[src/rtl/pcpi_mul_arbiter.sv]
// Two-requester arbiter in front of one shared PCPI multiplier.
// A request is granted in IDLE (round-robin on a tie), held in ISSUE until the
// multiplier answers or the timeout expires, and completed with a one-cycle
// DONE strobe back to the granted requester.
module pcpi_mul_arbiter #(
  parameter int TIMEOUT_CYCLES = 16
) (
  input  logic        clk,
  input  logic        resetn,
  input  logic        r0_valid,
  input  logic [31:0] r0_insn,
  input  logic [31:0] r0_rs1,
  input  logic [31:0] r0_rs2,
  output logic        r0_wr,
  output logic [31:0] r0_rd,
  output logic        r0_wait,
  output logic        r0_ready,
  input  logic        r1_valid,
  input  logic [31:0] r1_insn,
  input  logic [31:0] r1_rs1,
  input  logic [31:0] r1_rs2,
  output logic        r1_wr,
  output logic [31:0] r1_rd,
  output logic        r1_wait,
  output logic        r1_ready,
  output logic        m_valid,
  output logic [31:0] m_insn,
  output logic [31:0] m_rs1,
  output logic [31:0] m_rs2,
  input  logic        m_wr,
  input  logic        m_ready,
  input  logic [31:0] m_rd,
  output logic        busy,
  output logic        timeout_err
);

  localparam logic [7:0] TMO = 8'(TIMEOUT_CYCLES);

  typedef enum logic [1:0] {IDLE, ISSUE, DONE} state_t;

  state_t      state, state_nxt;
  logic        grant_q, grant_nxt;
  logic        last_q;
  logic        hold0, hold1;
  logic [7:0]  tcnt;
  logic [31:0] insn_q, rs1_q, rs2_q, rd_q;
  logic        wr_q, to_q;
  logic        elig0, elig1;
  logic        take, cap, tmo;
  logic        done;

  // MUL/MULH/MULHSU/MULHU: OP opcode, funct7 = MULDIV, funct3 below 100.
  function automatic logic is_mul(input logic [31:0] insn);
    return (insn[6:0] == 7'b0110011) && (insn[31:25] == 7'b0000001) && !insn[14];
  endfunction

  assign elig0 = r0_valid && is_mul(r0_insn) && !hold0;
  assign elig1 = r1_valid && is_mul(r1_insn) && !hold1;

  // Next-state: grant in IDLE, wait for multiplier or timeout in ISSUE, one DONE cycle.
  always_comb begin
    state_nxt = state;
    grant_nxt = grant_q;
    take      = 1'b0;
    cap       = 1'b0;
    tmo       = 1'b0;
    case (state)
      IDLE: begin
        if (elig0 || elig1) begin
          take      = 1'b1;
          grant_nxt = (elig0 && elig1) ? ~last_q : elig1;
          state_nxt = ISSUE;
        end
      end
      ISSUE: begin
        if (m_ready) begin
          cap       = 1'b1;
          state_nxt = DONE;
        end else if ((tcnt + 8'd1) == TMO) begin
          tmo       = 1'b1;
          state_nxt = DONE;
        end
      end
      DONE:    state_nxt = IDLE;
      default: state_nxt = IDLE;
    endcase
  end

  // State, grant pointer, latched request, timeout counter and captured result.
  always_ff @(posedge clk) begin
    if (!resetn) begin
      state   <= IDLE;
      grant_q <= 1'b0;
      last_q  <= 1'b1;
      tcnt    <= 8'd0;
      insn_q  <= '0;
      rs1_q   <= '0;
      rs2_q   <= '0;
      rd_q    <= '0;
      wr_q    <= 1'b0;
      to_q    <= 1'b0;
    end else begin
      state <= state_nxt;
      if (take) begin
        grant_q <= grant_nxt;
        last_q  <= grant_nxt;
        insn_q  <= grant_nxt ? r1_insn : r0_insn;
        rs1_q   <= grant_nxt ? r1_rs1  : r0_rs1;
        rs2_q   <= grant_nxt ? r1_rs2  : r0_rs2;
        tcnt    <= 8'd0;
      end else if (state == ISSUE) begin
        tcnt <= tcnt + 8'd1;
      end
      if (cap) begin
        rd_q <= m_rd;
        wr_q <= m_wr;
        to_q <= 1'b0;
      end else if (tmo) begin
        rd_q <= '0;
        wr_q <= 1'b0;
        to_q <= 1'b1;
      end
    end
  end

  // Hold flags block a still-asserted valid from being granted again after completion.
  always_ff @(posedge clk) begin
    if (!resetn) begin
      hold0 <= 1'b0;
      hold1 <= 1'b0;
    end else begin
      if (!r0_valid)                      hold0 <= 1'b0;
      else if (state == DONE && !grant_q) hold0 <= 1'b1;
      if (!r1_valid)                      hold1 <= 1'b0;
      else if (state == DONE && grant_q)  hold1 <= 1'b1;
    end
  end

  // Outputs: completion only in DONE and only if the granted requester still asks.
  always_comb begin
    done        = (state == DONE);
    r0_ready    = done && !grant_q && r0_valid;
    r1_ready    = done && grant_q && r1_valid;
    r0_wr       = r0_ready && wr_q;
    r1_wr       = r1_ready && wr_q;
    r0_rd       = r0_ready ? rd_q : '0;
    r1_rd       = r1_ready ? rd_q : '0;
    r0_wait     = elig0 && !r0_ready;
    r1_wait     = elig1 && !r1_ready;
    m_valid     = (state == ISSUE);
    m_insn      = insn_q;
    m_rs1       = rs1_q;
    m_rs2       = rs2_q;
    busy        = (state != IDLE);
    timeout_err = done && to_q;
  end

endmodule

[config.mk]
export PLATFORM = sky130hd
export DESIGN_NAME = pcpi_mul_arbiter
export DESIGN_NICKNAME = d
export VERILOG_FILES = /design/src/rtl/pcpi_mul_arbiter.sv
export SDC_FILE = /design/constraint.sdc
export NUM_CORES = 1
export LEC_CHECK = 0
export ABC_AREA = 1
export BUFFER_PORTS_ARGS = -buffer_cell sky130_fd_sc_hd__buf_2
export CORE_AREA = 2 2 156 158
export CTS_CLUSTER_DIAMETER = 30
export DETAILED_ROUTE_END_ITERATION = 12
export DIE_AREA = 0 0 158 160
export GPL_TIMING_DRIVEN = 0
export PLACE_DENSITY = 0.59
export SYNTH_ARGS = -nofsm -noshare
export SYNTH_HDL_FRONTEND = slang
export SYNTH_SLANG_ARGS = --single-unit
[constraint.sdc]
create_clock -name clk -period 2.1 [get_ports clk]
set_input_delay 0.105 -clock clk [delete_from_list [all_inputs] [get_ports clk]]
set_output_delay 0.105 -clock clk [all_outputs]
set_load 0.005 [all_outputs]
==> impl_summary.txt <==
----------------------------------------------------
[Run status]
  Result of the run ... finished, final reports clean

[Critical path]
  Family with the most delay on the worst path ... buffers and inverters
  Setup slack on the worst flop-to-flop path ... 170 ps
  Cells along the critical path ... nand2_1, nor2_2, inv_1, nor2_4, inv_2, buf_4, nor2_1, buf_2
  Slowest stage delay, CP ... 370 ps
  Start-to-end type of the worst setup path ... flop to output port
  Kind of end point of the critical path ... output port
  Startpoint type of the worst setup path ... flop
  Largest fanout of any net on the critical path ... 10
  CP Buf/Inv Count ... 4
  Critical Path AT ... about 1900 ps
  Required time of the critical path ... 2000 ps
  CP max stage cell ... dfxtp_1

[Clock tree]
  CTS clk-pin slew, worst paths ... 60 ps
  Clock insertion delay at the later pin of the skew report ... 430 ps
  H-tree depth ... 4
  Clock sink count ... 144
  Total CTS buffers ... 17
  Root buf cell ... clkbuf_16
  CTS tree ... done
  Maximum root-to-sink buffer count ... 2

[Detailed routing]
  Post-detailed-route DRC marker count ... 0
  Total length of routed wires ... 30800 um
  Met1 Routed Length ... about 12000 um
  ANT nets after route ... 0
  Routed length per placed instance ... ~15 um
  Total length of routed met3 wires ... 2600 um
  Router iterations before antenna repair ... 5
  DR WL met2 ... between 15000 and 20000 um
  Drt first-iter violations ... ~470
  DR vias/cell ... ~4.5
  Top routing layer in use ... met4
  Count of vias placed by the detailed router ... 9347

[Timing]
  Maximum clock frequency ... about 0.51 GHz
  Post-layout min period ... 1960 ps
  Final period utilization ... 93.4%
  Transition time of the tightest slew-check pin ... 777 ps
  Smallest hold slack ... roughly 8.6 ps
  RSZ-0062 raised after global routing ... yes
  Slew HR ... 48.2%
  Number of failing setup endpoints in the final timing report ... 0
  Post-route clock skew ... roughly 16 ps
  Number of failing hold endpoints at the final stage ... 0
  Number of max-slew violations in the final report ... 0

[Floorplan]
  Core Rows ... 57
  Die area ... approximately 0.025 sq mm
  Number of placed I/O pins ... 399
  Vert. Die Dim ... 160 um
  Floorplan die width ... 158 um
  Core box area ... between 0.02 and 0.025 sq mm
  Initial cell density of the core ... 30.9%

[GRT]
  Total GRT Usage ... 23.5%
  Initial antenna violation count ... 1
  First-pass GRT wire length ... 46600 um
  Final global-route overflow total ... 0
  Number of global-route vias before repair ... 9103
  Maximum number of pins on one net before global-route repair ... 17

[Logic synthesis]
  Synth cell types ... 28
  Share of the synthesized area in the top cell type ... 39.2%
  Count of yosys warnings during synthesis ... 0
  Most area-hungry cell type in the Yosys netlist ... dfxtp_1
  Cell count after synthesis ... roughly 1200
  Number of nets produced by synthesis ... 1389
  Syn Area/Cell ... approximately 6.4 sq um
  Number of flip-flops and latches in the synthesized netlist ... 144
  Mapped Area ... 0.00736 sq mm
  Leading post-synthesis cells by cell area ... dfxtp_1 (39%), nand3_1 (19%), nand2_1 (12%), inv_1 (12%), nor2_1 (5.5%)
  Share of the yosys chip area belonging to registers ... between 30% and 40%

[Final layout]
  Share of final-layout standard cells stronger than drive strength 1 ... a little under 30%
  Final Util ... 50.0%
  Filler instances ... approximately 2500
  Final layout net count ... 1956
  Relative area change from synthesis to final layout ... 62.0%

[Power]
  Switching portion of total power ... 24.3%
  Static leakage power ... 6.43 nW
  P per Cell Area ... roughly 530 mW/mm^2
  Net switching power figure ... 0.00154 W
  Sequential power share ... 43.1%
  Clock network fraction of design power ... about 47%
  Internal Dissipation ... roughly 0.0048 W
  Maximum vdd ir drop ... 0.440 mV
  Combinational fraction of design power ... 10.1%

[Min path]
  Hold WC Path Type ... input port to flop

[Place]
  Final GP Congestion ... slightly below 0.9
  HPWL after detailed placement ... around 22000 um
  Buffers on Ports ... 398

[Run]
  Max-cap viol count ... 0

----------------------------------------------------
[through the flow]
stage | power [W] | instances | TNS [ps] | setup slack [ps] | instance area, sq um
floorplan | 0.00294 | 1158 | 0 | 517 | 7360
global placement | 0.00320 | 1880 | 0 | 6.85 | 9750
detailed placement | 0.00320 | 1880 | -11.8 | -5.65 | 9750
CTS | 0.00640 | 2059 | 0 | 3.18 | 11800
global route | 0.00659 | 2063 | -2.10 | -2.10 | 11900
finish | 0.00634 | 2063 | 0 | 139 | 11900
[placed cells by master (no fill, tap or decap), types with 2 or more instances in the layout]
| master | synthesis | routed |
|---|---|---|
| inv_6 | 0 | 4 |
| nand3b_1 | 2 | 2 |
| buf_2 | 27 | 419 |
| clkbuf_1 | 17 | 16 |
| buf_1 | 9 | 5 |
| clkinvlp_4 | 0 | 3 |
| nand2_4 | 0 | 2 |
| dfxtp_1 | 144 | 144 |
| dlygate4sd3_1 | 0 | 147 |
| nand3_1 | 285 | 284 |
| buf_4 | 9 | 13 |
| clkbuf_2 | 0 | 4 |
| buf_6 | 11 | 11 |
| clkbuf_16 | 0 | 17 |
| clkbuf_4 | 0 | 6 |
| nor2_2 | 4 | 11 |
| a21oi_2 | 2 | 2 |
| nor2_1 | 107 | 96 |
| nor2_4 | 0 | 4 |
| nand2_1 | 238 | 238 |
| xor2_1 | 3 | 3 |
| nand4_1 | 2 | 2 |
| clkinv_2 | 0 | 2 |
| clkinv_4 | 0 | 4 |
| inv_1 | 234 | 232 |
| inv_2 | 2 | 3 |
| nand2_2 | 5 | 4 |
| a21oi_1 | 47 | 47 |
[cells in the mapped netlist]
master	number
nand3_1	285
nand2_1	238
inv_1	234
dfxtp_1	144
nor2_1	107
a21oi_1	47
buf_2	27
clkbuf_1	17
buf_6	11
buf_1	9
buf_4	9
nand2_2	5
nor2_2	4
xor2_1	3
a21oi_2	2
inv_2	2
nand3b_1	2
nand4_1	2
a211oi_1	1
clkinv_1	1
ha_1	1
nand4_4	1
nor3_1	1
o21ai_0	1
o21ai_1	1
o22ai_1	1
or2_2	1
or4_1	1
[state kept, by name (all words and copies together) (netlist names), 2 cells and up]
name    count
tcnt        8
rd_q       32
m_rs1      32
m_insn     32
state       2
m_rs2      32
[final timing paths]
kind | cells after the start | start | to
worst min register to register | 2 | m_insn[26] | m_insn[26]
worst min-delay path | 5 | r0_rs1[4] | m_rs1[4]
worst max-delay path | 8 | state[1] | r1_rd[8]
worst max register to register | 11 | hold1 | m_rs1[30]
[final cells by class]
cell class,instances,area (sq um),area share (%)
antenna,1,2.50,0.0210
buffer,73,452,3.79
clock buffer,19,443,3.72
clock inverter,13,128,1.07
inverter,237,891,7.47
multi-input combinational,705,3240,27.2
sequential,144,2880,24.2
tap,324,405,3.40
timing repair buffer,547,3480,29.2
[worst register-to-register path, cell delays in order (launching register included)]
cell and delay, ps:
dfxtp_1 310, nor2_2 150, nand3_1 130, nor2_2 170, nand2_1 110, nand2_1 90
nand3_2 200, nand2_4 220, clkbuf_4 230, nand2_1 100, nand3_1 80, nand2_1 50
[repair_timing]
| action | in CTS | in global routing |
|---|---|---|
| resized for setup | 14 | 26 |
| cloned | 0 | 1 |
| hold buffers | 147 | 0 |
| setup endpoints to repair | 70 | 154 |
| pin swaps | 0 | 1 |
| buffers inserted | 0 | 2 |
| hold endpoints to repair | 114 | 0 |
[routing by layer]
layer	vias up	track usage, %
li1	4687	-
met1	4225	25.0
met2	385	42.9
met3	50	6.78
met4	0	9.58
met5	-	0
[logic make-up (layout without fill, tap and decap cells)]
family          after synthesis  count (layout)  synth area share, %
fa+ha+maj                     1               1                0.170
xor+xnor                      3               3                0.357
other cells                   0               1                    0
flops                       144             144                 39.2
buf+inv                     310             889                 17.9
simple gates                647             648                 38.7
compound gates               53              53                 3.76
[power groups by stage]
stage	sequential (W)	clock [W]	combinational, W
floorplan	0.00279	0	0.000147
CTS	0.00273	0.00304	0.000627
global route	0.00273	0.00315	0.000704
finish	0.00273	0.00297	0.000638
detailed placement	0.00279	0	0.000409
global placement	0.00279	0	0.000408
Note: power is estimated with default switching activity, not from simulation.
